===== src/rtl/cdb_arbiter_pkg.sv =====
// Shared widths and source IDs for the common-data-bus arbiter.
// Imported by cdb_fifo and cdb_arbiter.
package cdb_arbiter_pkg;

  localparam int RBID  = 4;
  localparam int CDB_W = 32;

  typedef enum logic {
    SRC_ALU = 1'b0,
    SRC_LSB = 1'b1
  } src_t;

endpackage


===== src/rtl/cdb_fifo.sv =====
// Per-source completion FIFO: tag/value storage, pointers and count.
// A push into a full FIFO is dropped; fullness uses the pre-pop count.
module cdb_fifo
  import cdb_arbiter_pkg::*;
#(
  parameter int DEPTH  = 4,
  parameter int TAG_W  = RBID,
  parameter int DATA_W = CDB_W,
  parameter int PW     = $clog2(DEPTH)
) (
  input  logic              clk,
  input  logic              rst,
  input  logic              flush,
  input  logic              push,
  input  logic              pop,
  input  logic [TAG_W-1:0]  push_tag,
  input  logic [DATA_W-1:0] push_val,
  output logic [TAG_W-1:0]  head_tag,
  output logic [DATA_W-1:0] head_val,
  output logic              empty,
  output logic              full,
  output logic [PW:0]       count
);

  logic [TAG_W-1:0]  tag_mem [DEPTH];
  logic [DATA_W-1:0] val_mem [DEPTH];
  logic [PW-1:0]     wr_ptr;
  logic [PW-1:0]     rd_ptr;
  logic              push_ok;
  logic              pop_ok;

  assign empty    = (count == '0);
  assign full     = (count == (PW+1)'(DEPTH));
  assign push_ok  = push & ~full & ~flush;
  assign pop_ok   = pop & ~empty & ~flush;
  assign head_tag = tag_mem[rd_ptr];
  assign head_val = val_mem[rd_ptr];

  // write the pushed entry at the tail
  always_ff @(posedge clk) begin
    if (push_ok) begin
      tag_mem[wr_ptr] <= push_tag;
      val_mem[wr_ptr] <= push_val;
    end
  end

  // advance pointers and track occupancy
  always_ff @(posedge clk) begin
    if (rst || flush) begin
      wr_ptr <= '0;
      rd_ptr <= '0;
      count  <= '0;
    end else begin
      if (push_ok) wr_ptr <= wr_ptr + PW'(1);
      if (pop_ok)  rd_ptr <= rd_ptr + PW'(1);
      count <= count
             + {{PW{1'b0}}, push_ok}
             - {{PW{1'b0}}, pop_ok};
    end
  end

endmodule


===== src/rtl/cdb_arbiter.sv =====
// CDB arbiter: two source FIFOs, round-robin grant, registered broadcast.
// Optional CDB_BYPASS_EN lets a result skip an empty FIFO (1-cycle latency).
module cdb_arbiter
  import cdb_arbiter_pkg::*;
#(
  parameter int FIFO_DEPTH   = 4,
  parameter int ROB_W        = RBID,
  parameter int STALL_MARGIN = 2
) (
  input  logic             clk,
  input  logic             rst,
  input  logic             rdy,
  input  logic             flush,
  input  logic             alu_flag,
  input  logic [ROB_W-1:0] alu_reorder,
  input  logic [CDB_W-1:0] alu_val,
  input  logic             lsb_flag,
  input  logic [ROB_W-1:0] lsb_reorder,
  input  logic [CDB_W-1:0] lsb_val,
  output logic             alu_stall,
  output logic             lsb_stall,
  output logic             cdb_flag,
  output logic [ROB_W-1:0] cdb_reorder,
  output logic [CDB_W-1:0] cdb_val
);

  localparam int PW = $clog2(FIFO_DEPTH);
  localparam logic [PW:0] STALL_TH =
    (PW+1)'(FIFO_DEPTH - STALL_MARGIN);

  logic             act;
  src_t             last_grant;
  src_t             rr_src;
  src_t             gnt_src;
  logic             gnt_vld;
  logic             byp;

  logic             alu_push, lsb_push;
  logic             alu_pop, lsb_pop;
  logic             alu_empty, lsb_empty;
  logic             alu_full, lsb_full;
  logic [PW:0]      alu_cnt, lsb_cnt;
  logic [ROB_W-1:0] alu_head_tag, lsb_head_tag;
  logic [CDB_W-1:0] alu_head_val, lsb_head_val;
  logic [ROB_W-1:0] sel_tag;
  logic [CDB_W-1:0] sel_val;

  assign act    = rdy & ~flush;
  assign rr_src = (last_grant == SRC_LSB) ? SRC_ALU : SRC_LSB;

  assign alu_stall = (alu_cnt >= STALL_TH);
  assign lsb_stall = (lsb_cnt >= STALL_TH);

  // pick a source: FIFO heads first, bypass only when both are empty
  always_comb begin
    gnt_vld = 1'b0;
    gnt_src = SRC_ALU;
    byp     = 1'b0;
    unique case (1'b1)
      (!alu_empty && !lsb_empty): begin
        gnt_vld = 1'b1;
        gnt_src = rr_src;
      end
      (!alu_empty && lsb_empty): begin
        gnt_vld = 1'b1;
        gnt_src = SRC_ALU;
      end
      (alu_empty && !lsb_empty): begin
        gnt_vld = 1'b1;
        gnt_src = SRC_LSB;
      end
`ifdef CDB_BYPASS_EN
      (alu_empty && lsb_empty && alu_flag && lsb_flag): begin
        gnt_vld = 1'b1;
        gnt_src = rr_src;
        byp     = 1'b1;
      end
      (alu_empty && lsb_empty && alu_flag && !lsb_flag): begin
        gnt_vld = 1'b1;
        gnt_src = SRC_ALU;
        byp     = 1'b1;
      end
      (alu_empty && lsb_empty && !alu_flag && lsb_flag): begin
        gnt_vld = 1'b1;
        gnt_src = SRC_LSB;
        byp     = 1'b1;
      end
`endif
      default: ;
    endcase
  end

  assign alu_push = act & alu_flag & ~alu_full
                  & ~(byp & (gnt_src == SRC_ALU));
  assign lsb_push = act & lsb_flag & ~lsb_full
                  & ~(byp & (gnt_src == SRC_LSB));
  assign alu_pop  = act & gnt_vld & ~byp
                  & (gnt_src == SRC_ALU);
  assign lsb_pop  = act & gnt_vld & ~byp
                  & (gnt_src == SRC_LSB);

  // broadcast data mux: FIFO head or bypassed input
  always_comb begin
    sel_tag = alu_head_tag;
    sel_val = alu_head_val;
    case ({byp, gnt_src})
      {1'b0, SRC_ALU}: begin
        sel_tag = alu_head_tag;
        sel_val = alu_head_val;
      end
      {1'b0, SRC_LSB}: begin
        sel_tag = lsb_head_tag;
        sel_val = lsb_head_val;
      end
      {1'b1, SRC_ALU}: begin
        sel_tag = alu_reorder;
        sel_val = alu_val;
      end
      default: begin
        sel_tag = lsb_reorder;
        sel_val = lsb_val;
      end
    endcase
  end

  // output registers and round-robin history
  always_ff @(posedge clk) begin
    if (rst) begin
      cdb_flag    <= 1'b0;
      cdb_reorder <= '0;
      cdb_val     <= '0;
      last_grant  <= SRC_LSB;
    end else if (!act) begin
      cdb_flag <= 1'b0;
    end else begin
      cdb_flag <= gnt_vld;
      if (gnt_vld) begin
        cdb_reorder <= sel_tag;
        cdb_val     <= sel_val;
        last_grant  <= gnt_src;
      end
    end
  end

  cdb_fifo #(
    .DEPTH  (FIFO_DEPTH),
    .TAG_W  (ROB_W),
    .DATA_W (CDB_W),
    .PW     (PW)
  ) u_alu_fifo (
    .clk      (clk),
    .rst      (rst),
    .flush    (flush),
    .push     (alu_push),
    .pop      (alu_pop),
    .push_tag (alu_reorder),
    .push_val (alu_val),
    .head_tag (alu_head_tag),
    .head_val (alu_head_val),
    .empty    (alu_empty),
    .full     (alu_full),
    .count    (alu_cnt)
  );

  cdb_fifo #(
    .DEPTH  (FIFO_DEPTH),
    .TAG_W  (ROB_W),
    .DATA_W (CDB_W),
    .PW     (PW)
  ) u_lsb_fifo (
    .clk      (clk),
    .rst      (rst),
    .flush    (flush),
    .push     (lsb_push),
    .pop      (lsb_pop),
    .push_tag (lsb_reorder),
    .push_val (lsb_val),
    .head_tag (lsb_head_tag),
    .head_val (lsb_head_val),
    .empty    (lsb_empty),
    .full     (lsb_full),
    .count    (lsb_cnt)
  );

endmodule


===== config.mk =====
export PLATFORM = sky130hd
export DESIGN_NAME = cdb_arbiter
export DESIGN_NICKNAME = d
export VERILOG_FILES = /design/src/rtl/cdb_arbiter_pkg.sv /design/src/rtl/cdb_fifo.sv /design/src/rtl/cdb_arbiter.sv
export SDC_FILE = /design/constraint.sdc
export NUM_CORES = 1
export LEC_CHECK = 0
export ABC_AREA = 1
export ABC_CLOCK_PERIOD_IN_PS = 3540
export BUFFER_PORTS_ARGS = -buffer_cell sky130_fd_sc_hd__buf_2
export CORE_MARGIN = 3
export CORE_UTILIZATION = 62
export CTS_BUF_LIST = sky130_fd_sc_hd__clkbuf_4
export DETAILED_ROUTE_END_ITERATION = 10
export PLACE_DENSITY = 0.79
export RECOVER_POWER = 50
export SLEW_MARGIN = 10
export SYNTH_ARGS = -nofsm -noshare
export SYNTH_HDL_FRONTEND = slang
export SYNTH_SLANG_ARGS = --single-unit

===== constraint.sdc =====
create_clock -name clk -period 3.54 [get_ports clk]
set_input_delay 0.354 -clock clk [delete_from_list [all_inputs] [get_ports clk]]
set_output_delay 0.354 -clock clk [all_outputs]
set_load 0.01 [all_outputs]

* Word level (Yosys, flattened, before mapping)
Memories as Yosys holds them, arrays and structs flattened. A register that Yosys moved wholly into a read port is not among the register bits. Cells that the tools add are included.
Storage, ports and cells: bits of input ports 78, memories 4, RAM bits 288, logic and storage cells 78, register bits 52, output and inout bits 39
Memories:
- u_alu_fifo.val_mem | depth 4, bits a word 32, read ports 1, clocked after memory_dff 1, wr ports 1, line cdb_fifo.sv:26 | logic [DATA_W-1:0] val_mem [DEPTH];
- u_lsb_fifo.val_mem | depth 4, bits a word 32, read ports 1, clocked after memory_dff 1, wr ports 1, line cdb_fifo.sv:26
- u_alu_fifo.tag_mem | depth 4, bits a word 4, read ports 1, clocked after memory_dff 1, wr ports 1, line cdb_fifo.sv:25 | logic [TAG_W-1:0] tag_mem [DEPTH];
- u_lsb_fifo.tag_mem | depth 4, bits a word 4, read ports 1, clocked after memory_dff 1, wr ports 1, line cdb_fifo.sv:25
Cells by class: equality and inequality tests 2, order comparisons 2, bitwise gates (word level) 23, $add $sub $neg 8, reductions and logical operators 12, multiplexer cells 17
Operator list (number):
- 32-bit case mux with 2 select lines | 1
- 1-bit bitwise AND | 16
- 2-bit 2-to-1 mux | 8
- 2-bit by 1-bit adder with 2-bit output, second input constant | 4
- 4-bit case mux with 2 select lines | 1
- 1-bit inverter | 7
- 3-bit by 1-bit adder with 3-bit output | 2
- 3-bit equality test, second input constant | 2
- 3-bit by 2-bit >= comparator with 1-bit output, second input constant | 2
- 3-bit logical NOT | 2
- 1-bit 2-to-1 mux | 6
- 3-bit by 1-bit subtractor with 3-bit output | 2
- 1-bit logical AND | 3
- 3-bit OR reduction | 1
- 1-bit logical NOT | 2
- 2-bit logical NOT | 1
- 1-bit case mux with 2 select lines | 1
- 2-bit AND reduction | 1
- 2-bit OR reduction | 1
- 1-bit logical OR | 1

* Logic depth before layout (Yosys ltp)
Gate-level depths: netlist of the first run.
depth after elaboration 11, gate-level depth with buffers 13, gate-level depth less buffers 12

* Modules after synthesis
From an unflattened synthesis of the first run, not the netlist that was laid out.
Second synthesis, totals: cells, all modules 1132, area total of the unflattened synthesis 13641.8 um^2
By module, submodules not included:
- cdb_fifo | area each 5853.1 um^2, seq. area each 4504.3 um^2, cells each 418, instances 2
- cdb_arbiter | area each 1935.6 um^2, seq. area each 760.7 um^2, cells each 296, instances 1

* Worst setup path after synthesis of the first run
OpenSTA, ideal clock, no wires.
path type input port to flip-flop, start point input port rdy, end point memory u_lsb_fifo.tag_mem[0][0] (netlist name), enable pin, stages on the path 6, data required time 3.111 ns, setup slack 0.612 ns, library setup time 0.429 ns, data arrival time 2.499 ns, path buffers 0, cell sequence inv_1 > nor2_1 > inv_1 > nor3_2 > inv_1 > nor2_1
Between the ends: longest elaborated chain between the ends 7
Ends and longest elaborated chain:
- from (decl) | line cdb_arbiter.sv:12 | input logic rdy,
- 1-bit bitwise AND | line cdb_arbiter.sv:48 | assign act = rdy & ~flush;
- 1-bit bitwise AND (2 in series) | line cdb_arbiter.sv:95 | assign lsb_push = act & lsb_flag & ~lsb_full
- 1-bit bitwise AND (2 in series) | line cdb_fifo.sv:34 | assign push_ok = push & ~full & ~flush;
- via u_lsb_fifo.push_ok | line cdb_fifo.sv:29 | logic push_ok;
- 1-bit 2-to-1 mux | line cdb_fifo.sv:41 | if (push_ok) begin
- 1-bit 2-to-1 mux (implied by the code) | line cdb_fifo.sv:42 | tag_mem[wr_ptr] <= push_tag;
- to (decl) | line cdb_fifo.sv:25
The timed path passes the listed nets, and every way through them passes these cells.

* Worst setup path in the final report of the first run
start point register u_lsb_fifo.count[1], end point register u_alu_fifo.count[2]
Between the ends: longest elaborated chain between the ends 10, elaborated cells on any way between the ends 14, classes of those cells add/sub: 1; mux: 2; bitwise: 5; reduce/logical: 6
Ends and longest elaborated chain:
- from (decl) | line cdb_fifo.sv:22 | output logic [PW:0] count
- from (signal assigned) | line cdb_fifo.sv:56 | count <= count
- 3-bit logical NOT * | line cdb_fifo.sv:32 | assign empty = (count == '0);
- 1-bit logical NOT | line cdb_arbiter.sv:60, cdb_arbiter.sv:68
- 1-bit logical AND (on tied branches) | line cdb_arbiter.sv:60, cdb_arbiter.sv:68
- 3-bit OR reduction (no line)
- 1-bit 2-to-1 mux | line cdb_arbiter.sv:59 | unique case (1'b1)
- 1-bit bitwise AND | line cdb_arbiter.sv:97 | assign alu_pop = act & gnt_vld & ~byp
- 1-bit bitwise AND * | line cdb_arbiter.sv:98 | & (gnt_src == SRC_ALU);
- 1-bit bitwise AND * (2 in series) | line cdb_fifo.sv:35 | assign pop_ok = pop & ~empty & ~flush;
- via u_alu_fifo.pop_ok | line cdb_fifo.sv:30 | logic pop_ok;
- 3-bit by 1-bit subtractor with 3-bit output * | line cdb_fifo.sv:58 | - {{PW{1'b0}}, pop_ok};
- to (signal assigned) | line cdb_fifo.sv:56
- to (decl) | line cdb_fifo.sv:22
The timed path passes the listed nets; every way through them passes the cells marked *. A chain may end at the register's enable or synchronous reset.

==> results of run 1 <==
==> repair_timing <==
item,in CTS,in global routing
hold buffers,72,0
buffers inserted,0,0
endpoints found under the hold margin,288,0
==> worst min path at each step <==
stage / startpoint / endpoint / cells after the start
6_report: rst / cdb_val[18] / 2
5_1_grt: rst / cdb_val[3] / 2
4_1_cts: rst / cdb_val[21] / 2
3_5_place_dp: u_alu_fifo.wr_ptr[0] / u_alu_fifo.wr_ptr[0] / 1
3_3_place_gp: u_lsb_fifo.rd_ptr[1] / u_lsb_fifo.rd_ptr[1] / 2
2_1_floorplan: rst / cdb_val[31] / 1
==> layer usage <==
metal | part of all wire, % | GRT usage (%) | vias to the layer above
li1 | - | - | 4982
met1 | 42 | 33.96 | 4743
met2 | 49 | 41.73 | 397
met3 | 7.4 | 6.342 | 57
met4 | 2.1 | 9.095 | 0
met5 | 0 | 0 | -
==> cell families (layout without fill, tap and decap cells) <==
| group | count (synthesis) | in the layout | synth area share [%] |
|---|---|---|---|
| other | 0 | 1 | 0 |
| buffers and inverters | 269 | 571 | 7.840 |
| AND/OR/NAND/NOR | 676 | 676 | 19.66 |
| adder cells (fa/ha/maj) | 16 | 16 | 1.502 |
| flip-flops | 344 | 344 | 68.17 |
| AO/OA/AOI/OAI | 70 | 70 | 2.523 |
| XOR/XNOR | 5 | 5 | 0.3056 |
==> area by class of cell <==
class                   instances  area (sq um)
flip-flops and latches        344          9772
fillers                      1547          5497
multi-input cells             767          3483
repair buffers                207          1329
clock buffers                 131         983.4
inverters                     209         784.5
well taps                     280         350.3
clock inverters                24         95.09
diodes                          1         2.502
==> Yosys cell counts <==
library cell	count
buf_6	4
inv_2	6
clkinv_1	2
a21oi_1	5
dfxtp_1	56
nand3_1	153
a21oi_4	1
nor2_2	3
nand2_1	346
ha_1	14
buf_4	13
nor2_1	147
nand2_2	5
o21ai_0	45
clkbuf_2	1
buf_2	27
fa_1	2
nor3_1	2
clkbuf_1	14
or2_2	16
nor2_4	1
inv_1	201
o21ai_1	19
nand3_2	2
nor3_2	1
buf_1	1
xor2_1	5
edfxtp_1	288
==> state kept, by name, indices dropped and copies added, names as in the netlist, named ones only <==
register	cells
u_alu_fifo.rd_ptr	2
u_alu_fifo.val_mem	128
u_lsb_fifo.val_mem	128
last_grant	1
u_lsb_fifo.rd_ptr	2
u_lsb_fifo.count	3
u_alu_fifo.count	3
cdb_reorder	4
u_alu_fifo.wr_ptr	2
u_lsb_fifo.wr_ptr	2
cdb_flag	1
cdb_val	32
u_alu_fifo.tag_mem	16
u_lsb_fifo.tag_mem	16
==> cells in the final DEF, fill, tap and decap left out, types with 21 or more instances in the layout <==
| cell type | count |
|---|---|
| nand2_1 | 348 |
| edfxtp_1 | 288 |
| inv_1 | 202 |
| nand3_1 | 154 |
| nor2_1 | 139 |
| clkbuf_4 | 131 |
| clkbuf_1 | 110 |
| dlygate4sd3_1 | 72 |
| dfxtp_1 | 54 |
| o21ai_0 | 45 |
| clkinv_1 | 21 |
==> where the power goes <==
group | internal (W) | switching (W)
combinational | 0.000141 | 0.000228
sequential | 0.00443 | 0.0000211
clock | 0.00169 | 0.00156
total | 0.00626 | 0.00181
==> through the flow <==
| stage | total power, W | std cells |
|---|---|---|
| floorplan | 0.004711 | 1380 |
| global placement | 0.004850 | 1735 |
| detailed placement | 0.004862 | 1735 |
| CTS | 0.008115 | 1962 |
| global route | 0.008401 | 1963 |
| finish | 0.008074 | 1963 |
==> results.toml, run 1 <==
[sta]
post-route-period-util_pct = 70.83
hold_viol = 0
rsz0062_at_grt = "no"
fin_skew_ps = 45.03
setup_ws_ps = 1032
holdWs_ps = 49.42
slew_viol_final = 0
setup_viol = 0
final.setup.tns_ps = 0
period_minus_slack_ps = 2508
max_slew_margin_pct = 33.61
max_freq_ghz = 0.3988
worst_slew_pin_slew_ps = 995.8

[critical_path]
timing.rr.start = "u_lsb_fifo.count[1]"
max_stage_delay_ps = 370
path_buf_inv = 3
critPathKind = "flop to flop"
reg2regPathDepth = 13
start_kind = "flop"
crit_chain = "inv_1 -> nand2_1 -> nor2_2 -> nand2_1 -> nand2_2 -> buf_4 -> nor2_2 -> ha_1 -> inv_1 -> ha_1 -> fa_1 -> xor2_1 -> nor2_1"
cp.depth = 13
crit_slowest_cell = "fa_1"
crit_family = "adder cells"
required_ps = 4130
worstPathArrival_ps = 3090
reg2reg_slack_ps = 1030
critPathCaptureType = "flop"
crit_start = "u_lsb_fifo.count[1]"
crit_end = "u_alu_fifo.count[2]"
path_max_fanout = 39
r2r-end = "u_alu_fifo.count[2]"

[floorplanning]
pin_count = 117
row_count = 54
start_util_pct = 64.28
die_h_um = 158.0
die_x_um = 158.0
die-area_sq_um = 24980
core_sq_um = 22300

[synthesis]
yosys.area.top_type = "edfxtp_1"
synthTopCellsByArea = "edfxtp_1, nand2_1, dfxtp_1"
syn_nets = 1474
ys_warn_count = 0
synth.cell_area_sq_um = 14330
ys_ff_latch = 344
syn_area_per_cell_sq_um = 10.38
synthCells = 1380
ys_types = 28
yosysSeqAreaShare_pct = 68.17
yosys.area.top_type_share_pct = 60.35

[route]
wl_per_cell_um = 16.01
drt_pass1_iterations = 5
viasPerCell = 5.185
dr.first_iter.drc_count = 841
wl_um = 31430
drc = 0
ant_nets = 0
num_vias = 10179

[run_status]
status = "finished, final reports clean"

[clock_network]
numClockSinks = 344
cts_tree = "done"
cts.clk_slew.worst_paths_ps = 70
numCtsBuffers = 84
root_buffer = "clkbuf_4"
cts_max_level = 3
clk_latency_ps = 710
clock_path_buffers = 3
cts-resized-gates = 0

[power]
leakagePower_nw = 7.015
power_density_nw_per_um2 = 480.6
peakVddDrop_mv = 0.4375

[finish]
areaGrowthSynthToFinish_pct = 17.23
final_area_sq_um = 16800
utilization_pct = 75.35
drive_gt1_share_pct = 11.95
fin_nets = 1707

[place]
place_ws_ps = 993.5
place_area_sq_um = 15150
place.gp.congestion = 0.8401
port_buffers = 116
dp_hpwl_um = 18560

[min_path]
hold_path_class = "input pin to flop"

[grt]
grt_max_degree = 73
grt_pass1_wl_um = 49580
antenna_found_initial = 1
grt_pass1_vias = 9918
overflow = 0
grt_usage_pct = 25.59

[job]
max-cap-violations = 0
No activity file was read; power rests on OpenSTA's default activity.
==> run 2, diff against run 1 <==
ABC_CLOCK_PERIOD_IN_PS = 2100   (was 3540)
CORE_UTILIZATION = 56   (was 62)
PLACE_DENSITY = 0.75   (was 0.79)
clock period = 2.1 ns   (was 3.54 ns; I/O delays follow)
==> run 2 against run 1 <==
  * Global-route usage fell by 3.6 points
  * Critical path type unchanged
  * Combinational power up 74%
  * Routed wire length fell by 2.9%
  * Sequential cell count unchanged
  * Clock power grew 59%
  * Via count down 1.5%
  * Cell area up 1.9%
  * Largest power group unchanged
  * Maximum frequency up 28%
  * Critical path depth is 1 lower
  * Highest routed layer unchanged
  * Sequential power increased by 68%
==> results.toml, run 2 (synthesis results as in run 1) <==
[power]
power_density_nw_per_um2 = 778.9
leakagePower_nw = 7.127
peakVddDrop_mv = 0.3980

[finish]
final_area_sq_um = 17110
multi_input_area_sq_um = 3503
final_common_cell = "nand2_1"
reg_top3 = "u_alu_fifo.val_mem (128), u_lsb_fifo.val_mem (128), cdb_val (32)"
fillers = 1878
final-seq-area_sq_um = 9773
fin_nets = 1728
utilization_pct = 69.15
areaGrowthSynthToFinish_pct = 19.42
layout_common_cells = "nand2_1, edfxtp_1, inv_1"
drive_gt1_share_pct = 12.76

[job]
max-cap-violations = 0

[route]
dr.first_iter.drc_count = 742
ant_nets = 0
drc = 0
drt_pass1_iterations = 5
viasPerCell = 4.949
wl_um = 30510
num_vias = 10026
wl_per_cell_um = 15.06

[sta]
slew_viol_final = 0
hold_viol = 0
rsz0062_at_grt = "no"
holdWs_ps = 74.22
setup_ws_ps = 141.2
post-route-period-util_pct = 93.28
period_minus_slack_ps = 1959
max_slew_margin_pct = 58.33
worst_slew_pin_slew_ps = 624.4
final.setup.tns_ps = 0
setup_viol = 0
max_freq_ghz = 0.5105
fin_skew_ps = 39.23

[grt]
grt_max_degree = 109
grt_pass1_wl_um = 48850
grt_pass1_vias = 9695
grt_usage_pct = 22.01
antenna_found_initial = 1
overflow = 0

[clock_network]
clock_path_buffers = 3
cts_max_level = 3
cts_setup_buffers = 0
cts_tree = "done"
clk_latency_ps = 680
numClockSinks = 344
numCtsBuffers = 84
root_buffer = "clkbuf_4"
cts.clk_slew.worst_paths_ps = 70

[floorplanning]
start_util_pct = 57.91
die-area_sq_um = 27550
row_count = 57
pin_count = 117
die_h_um = 166.0
die_x_um = 166.0
core_sq_um = 24750

[critical_path]
critPathCaptureType = "flop"
path_max_fanout = 4
start_kind = "flop"
critPathKind = "flop to flop"
worstPathArrival_ps = 2500
required_ps = 2640

[place]
port_buffers = 116
place_ws_ps = 87.07
place.gp.congestion = 0.8549
place_area_sq_um = 15480
dp_hpwl_um = 19250

[min_path]
hold_path_class = "input pin to flop"

[run_status]
status = "finished, final reports clean"
==> run 2: cell types whose count changed in the layout (fill, tap and decap cells not counted), moves of 3 or more <==
cell	change
nand2_1	-3
clkbuf_4	-9
buf_4	+9
clkinv_1	+9
nand2_2	+3
buf_12	+10
==> run 2: worst paths after layout <==
| path | cells past startpoint | to | slack, ps | startpoint |
|---|---|---|---|---|
| setup / recovery | 12 | u_alu_fifo.count[2] | 140 | u_alu_fifo.count[0] |
| hold / removal | 3 | cdb_val[24] | 70 | rst |
| hold reg to reg | 2 | u_lsb_fifo.rd_ptr[1] | 500 | u_lsb_fifo.rd_ptr[1] |
| setup reg to reg | 12 | u_alu_fifo.count[2] | 140 | u_alu_fifo.count[0] |
==> run 2: routing by layer <==
layer,wire length (um),part of all wire (%),vias to the layer above,GRT usage [%]
met1,12910,42,4643,29.43
met3,2017,6.6,62,4.999
met2,14690,48,290,35.62
met5,0,0,-,0
met4,888,2.9,0,8.354
li1,-,-,5031,-
==> run 2: power by group <==
| group | internal (W) | leakage, nW | switching (W) | total (W) |
|---|---|---|---|---|
| combinational | 0.000257 | 3.45 | 0.000386 | 0.000643 |
| clock | 0.00268 | 0.618 | 0.00250 | 0.00518 |
| sequential | 0.00748 | 3.06 | 0.0000330 | 0.00751 |
| total | 0.0104 | 7.13 | 0.00292 | 0.0133 |
==> run 2: layout make-up <==
class | instances | area share [%]
clock buffers | 122 | 5.352
well taps | 324 | 2.369
repair buffers | 228 | 9.417
inverters | 209 | 4.584
flip-flops and latches | 344 | 57.11
clock inverters | 31 | 0.6872
multi-input cells | 767 | 20.47
diodes | 1 | 0.01462
==> run 2: critical path, stage by stage, from the launching register on <==
cell     delay (ps)
dfxtp_2         330
nor2_2           90
nand2_2         110
inv_1            70
nand2_1          50
nand2_2          70
nor2_2           40
ha_1            260
inv_1            40
ha_1            170
fa_1            370
xor2_1          150
nor2_1           50
==> run 2: stage by stage <==
stage          std cells  power (W)
2_1_floorplan       1380   0.007943
3_3_place_gp        1799   0.008195
3_5_place_dp        1799   0.008216
4_1_cts             2025    0.01348
5_1_grt             2026    0.01394
6_report            2026    0.01333
==> run 2: what timing repair did <==
| item | CTS | global route |
|---|---|---|
| endpoints found under the setup margin | 0 | 3 |
| hold buffers | 73 | 0 |
| gates resized for setup | 0 | 4 |
| hold endpoints to repair | 305 | 0 |
==> run 3, diff against run 2 <==
ABC_CLOCK_PERIOD_IN_PS = 1900   (was 2100)
CORE_UTILIZATION = 62   (was 56)
PLACE_DENSITY = 0.79   (was 0.75)
SYNTH_HIERARCHICAL = 1   (was default)
clock period = 1.9 ns   (was 2.1 ns; I/O delays follow)
==> run 3 against run 2 <==
  * The flow now finishes with violations (negative setup slack)
  * Sequential cell count did not move
  * Clock-buffer cell count fell by 2
  * Sequential share of layout area up 1.2 points
  * Register-to-register slack got worse by 510 ps
  * Largest cell class unchanged
  * Worst setup slack got worse by 510 ps
  * Critical path depth is 4 higher
==> results.toml, run 3 <==
[sta]
rsz0062_at_grt = "yes"
worst_slew_pin_slew_ps = 549.8
post-route-period-util_pct = 119.6
fin_skew_ps = 44.94
setup_ws_ps = -373.0
hold_viol = 0
setup_viol = 150
max_slew_margin_pct = 63.35
holdWs_ps = 63.55
slew_viol_final = 0
max_freq_ghz = 0.4399
period_minus_slack_ps = 2273

[synthesis]
synth.cell_area_sq_um = 13640
yosys.area.top_type = "edfxtp_1"
ys_types = 28
syn_nets = 1224
synthTopCellsByCount = "edfxtp_1, nor2_1, nand2_1, o21ai_1, o22ai_1"
synthTopCellsByArea = "edfxtp_1, dfxtp_1, nor2_1"
yosysSeqAreaShare_pct = 71.61
synth_flop_cell = "edfxtp_1"
async_flop_share_pct = 0
yosys.area.top_type_share_pct = 63.40
ys_ff_latch = 344
syn_area_per_cell_sq_um = 12.05
ys_warn_count = 6
synthCells = 1132
synth_edf_count = 288
yosysMostFrequentCell = "edfxtp_1"

[route]
drc = 0
num_vias = 9909
ant_nets = 0
wl_um = 32200
drt_pass1_iterations = 5
viasPerCell = 5.637
dr.first_iter.drc_count = 872
wl_per_cell_um = 18.32

[place]
place_area_sq_um = 14860
place.gp.congestion = 0.8706
dp_hpwl_um = 19180
port_buffers = 116

[critical_path]
critPathKind = "flop to flop"
critPathCaptureType = "flop"
start_kind = "flop"
crit_start = "u_alu_fifo/count[0]"
path_max_fanout = 2
r2r-end = "u_alu_fifo/count[1]"
required_ps = 2520
reg2regPathDepth = 16
timing.rr.start = "u_alu_fifo/count[0]"
reg2reg_slack_ps = -370
worstPathArrival_ps = 2890

[floorplanning]
pin_count = 117
core_sq_um = 21290
start_util_pct = 64.09
die_x_um = 154.3
die_h_um = 154.3
row_count = 53
die-area_sq_um = 23820

[power]
peakVddDrop_mv = 0.5983
leakagePower_nw = 6.121
power_density_nw_per_um2 = 879.3

[min_path]
min_path_cells = 6
worstHoldStart = "lsb_flag"
hold_path_end = "u_lsb_fifo/wr_ptr[0]"
hold_path_class = "input pin to flop"

[grt]
antenna_found_initial = 1
grt_max_degree = 56
grt_pass1_vias = 9590
top_usage_layer = "met2"
overflow = 0
use_met2_pct = 43.59
grt_usage_pct = 26.63
met3_usage_pct = 5.036
grt_pass1_wl_um = 49810
use_met1_pct = 36.06

[clock_network]
numCtsBuffers = 83
cts_max_level = 3
numClockSinks = 344
cts_tree = "done"
clock_path_buffers = 3
cts.clk_slew.worst_paths_ps = 70
clk_latency_ps = 700
root_buffer = "clkbuf_4"

[finish]
multi_input_area_sq_um = 3407
reg_top3 = "u_alu_fifo/val_mem (128), u_lsb_fifo/val_mem (128), cdb_val (32)"
utilization_pct = 78.83
fillers = 1242
final_common_cell = "edfxtp_1"
fin_nets = 1506
layout_common_cells = "edfxtp_1, nand2_1, nor2_1"
areaGrowthSynthToFinish_pct = 23.00
drive_gt1_share_pct = 20.04
final-seq-area_sq_um = 9779
final_area_sq_um = 16780

[job]
max-cap-violations = 0

[run_status]
status = "finished with violations"
violations = "negative setup slack"
-- run 3: cell count changes after synthesis, moves of 14 or more --
| cell | previous run | this run |
|---|---|---|
| inv_1 | 201 | 39 |
| o21ai_0 | 45 | 68 |
| o22ai_1 | 0 | 72 |
| nand3_1 | 153 | 42 |
| nor2_1 | 147 | 176 |
| nand2_1 | 346 | 174 |
| a21oi_1 | 5 | 43 |
| or2_2 | 16 | 2 |
| buf_4 | 13 | 28 |
| o21ai_1 | 19 | 76 |
-- run 3: metrics by stage --
stage	std cells	total power (W)	setup slack, ps	setup TNS, ps
3_3_place_gp	1514	0.008714	-267.9	-839.0
4_1_cts	1755	0.01483	-261.2	-1219
5_1_grt	1758	0.01533	-470.0	-26010
3_5_place_dp	1514	0.008729	-367.3	-1203
6_report	1758	0.01475	-373.0	-9994
2_1_floorplan	1132	0.008518	-433.1	-1821
-- run 3: critical path: stages (launching register included) --
cell and delay [ps]:
dfxtp_2 340, nor2_4 120, nand2_2 90, inv_2 80, inv_4 50, nand2_4 80
nand2_8 60, inv_6 70, nor2_4 40, nand2_2 80, nor2_2 40, ha_1 300
inv_2 50, ha_4 150, fa_2 530, inv_2 40, nor2_2 80
-- run 3: what timing repair did --
item | in CTS | in global routing
endpoints found under the setup margin | 4 | 8
pin swaps | 10 | 13
buffers inserted | 15 | 3
hold buffers | 73 | 0
endpoints found under the hold margin | 300 | 0
gates resized for setup | 10 | 19
-- run 3: worst max-delay path by stage --
| stage | depth (start not counted) | to | slack, ps |
|---|---|---|---|
| after global routing | 16 | u_alu_fifo/count[1] | -470 |
| after detailed placement | 17 | u_lsb_fifo/count[1] | -370 |
| after CTS | 17 | u_lsb_fifo/count[1] | -260 |
| after global placement | 17 | u_lsb_fifo/count[1] | -270 |
| final | 16 | u_alu_fifo/count[1] | -370 |
| after floorplan | 18 | u_lsb_fifo/count[1] | -430 |
-- run 3: area by class of cell --
class / instances / share of cell area, %
Clock buffer: 120 / 5.369
Clock inverter: 33 / 1.081
Sequential cell: 344 / 58.28
Timing Repair Buffer: 262 / 11.74
Tap cell: 275 / 2.051
Inverter: 46 / 1.163
Antenna cell: 1 / 0.01491
Multi-Input combinational cell: 677 / 20.30
-- run 3: cells by family (layout without fill, tap and decap cells) --
logic type / Yosys count / count (layout) / synth area share [%]
AO/OA/AOI/OAI: 260 / 260 / 10.28
XOR/XNOR: 2 / 2 / 0.1284
adder cells (fa/ha/maj): 14 / 14 / 1.394
buffers and inverters: 111 / 461 / 4.751
flip-flops: 344 / 344 / 71.61
other: 0 / 1 / 0
AND/OR/NAND/NOR: 401 / 401 / 11.83
-- run 3: metal layers --
layer | routed length [um] | part of all wire (%)
met1 | 12770 | 40
met2 | 16050 | 50
met3 | 2558 | 7.9
met4 | 823 | 2.6
met5 | 0 | 0
-- run 3: power breakdown --
group          internal (W)  switching, W
registers           0.00820     0.0000160
logic              0.000206      0.000257
clock network       0.00320       0.00287
total                0.0116       0.00314
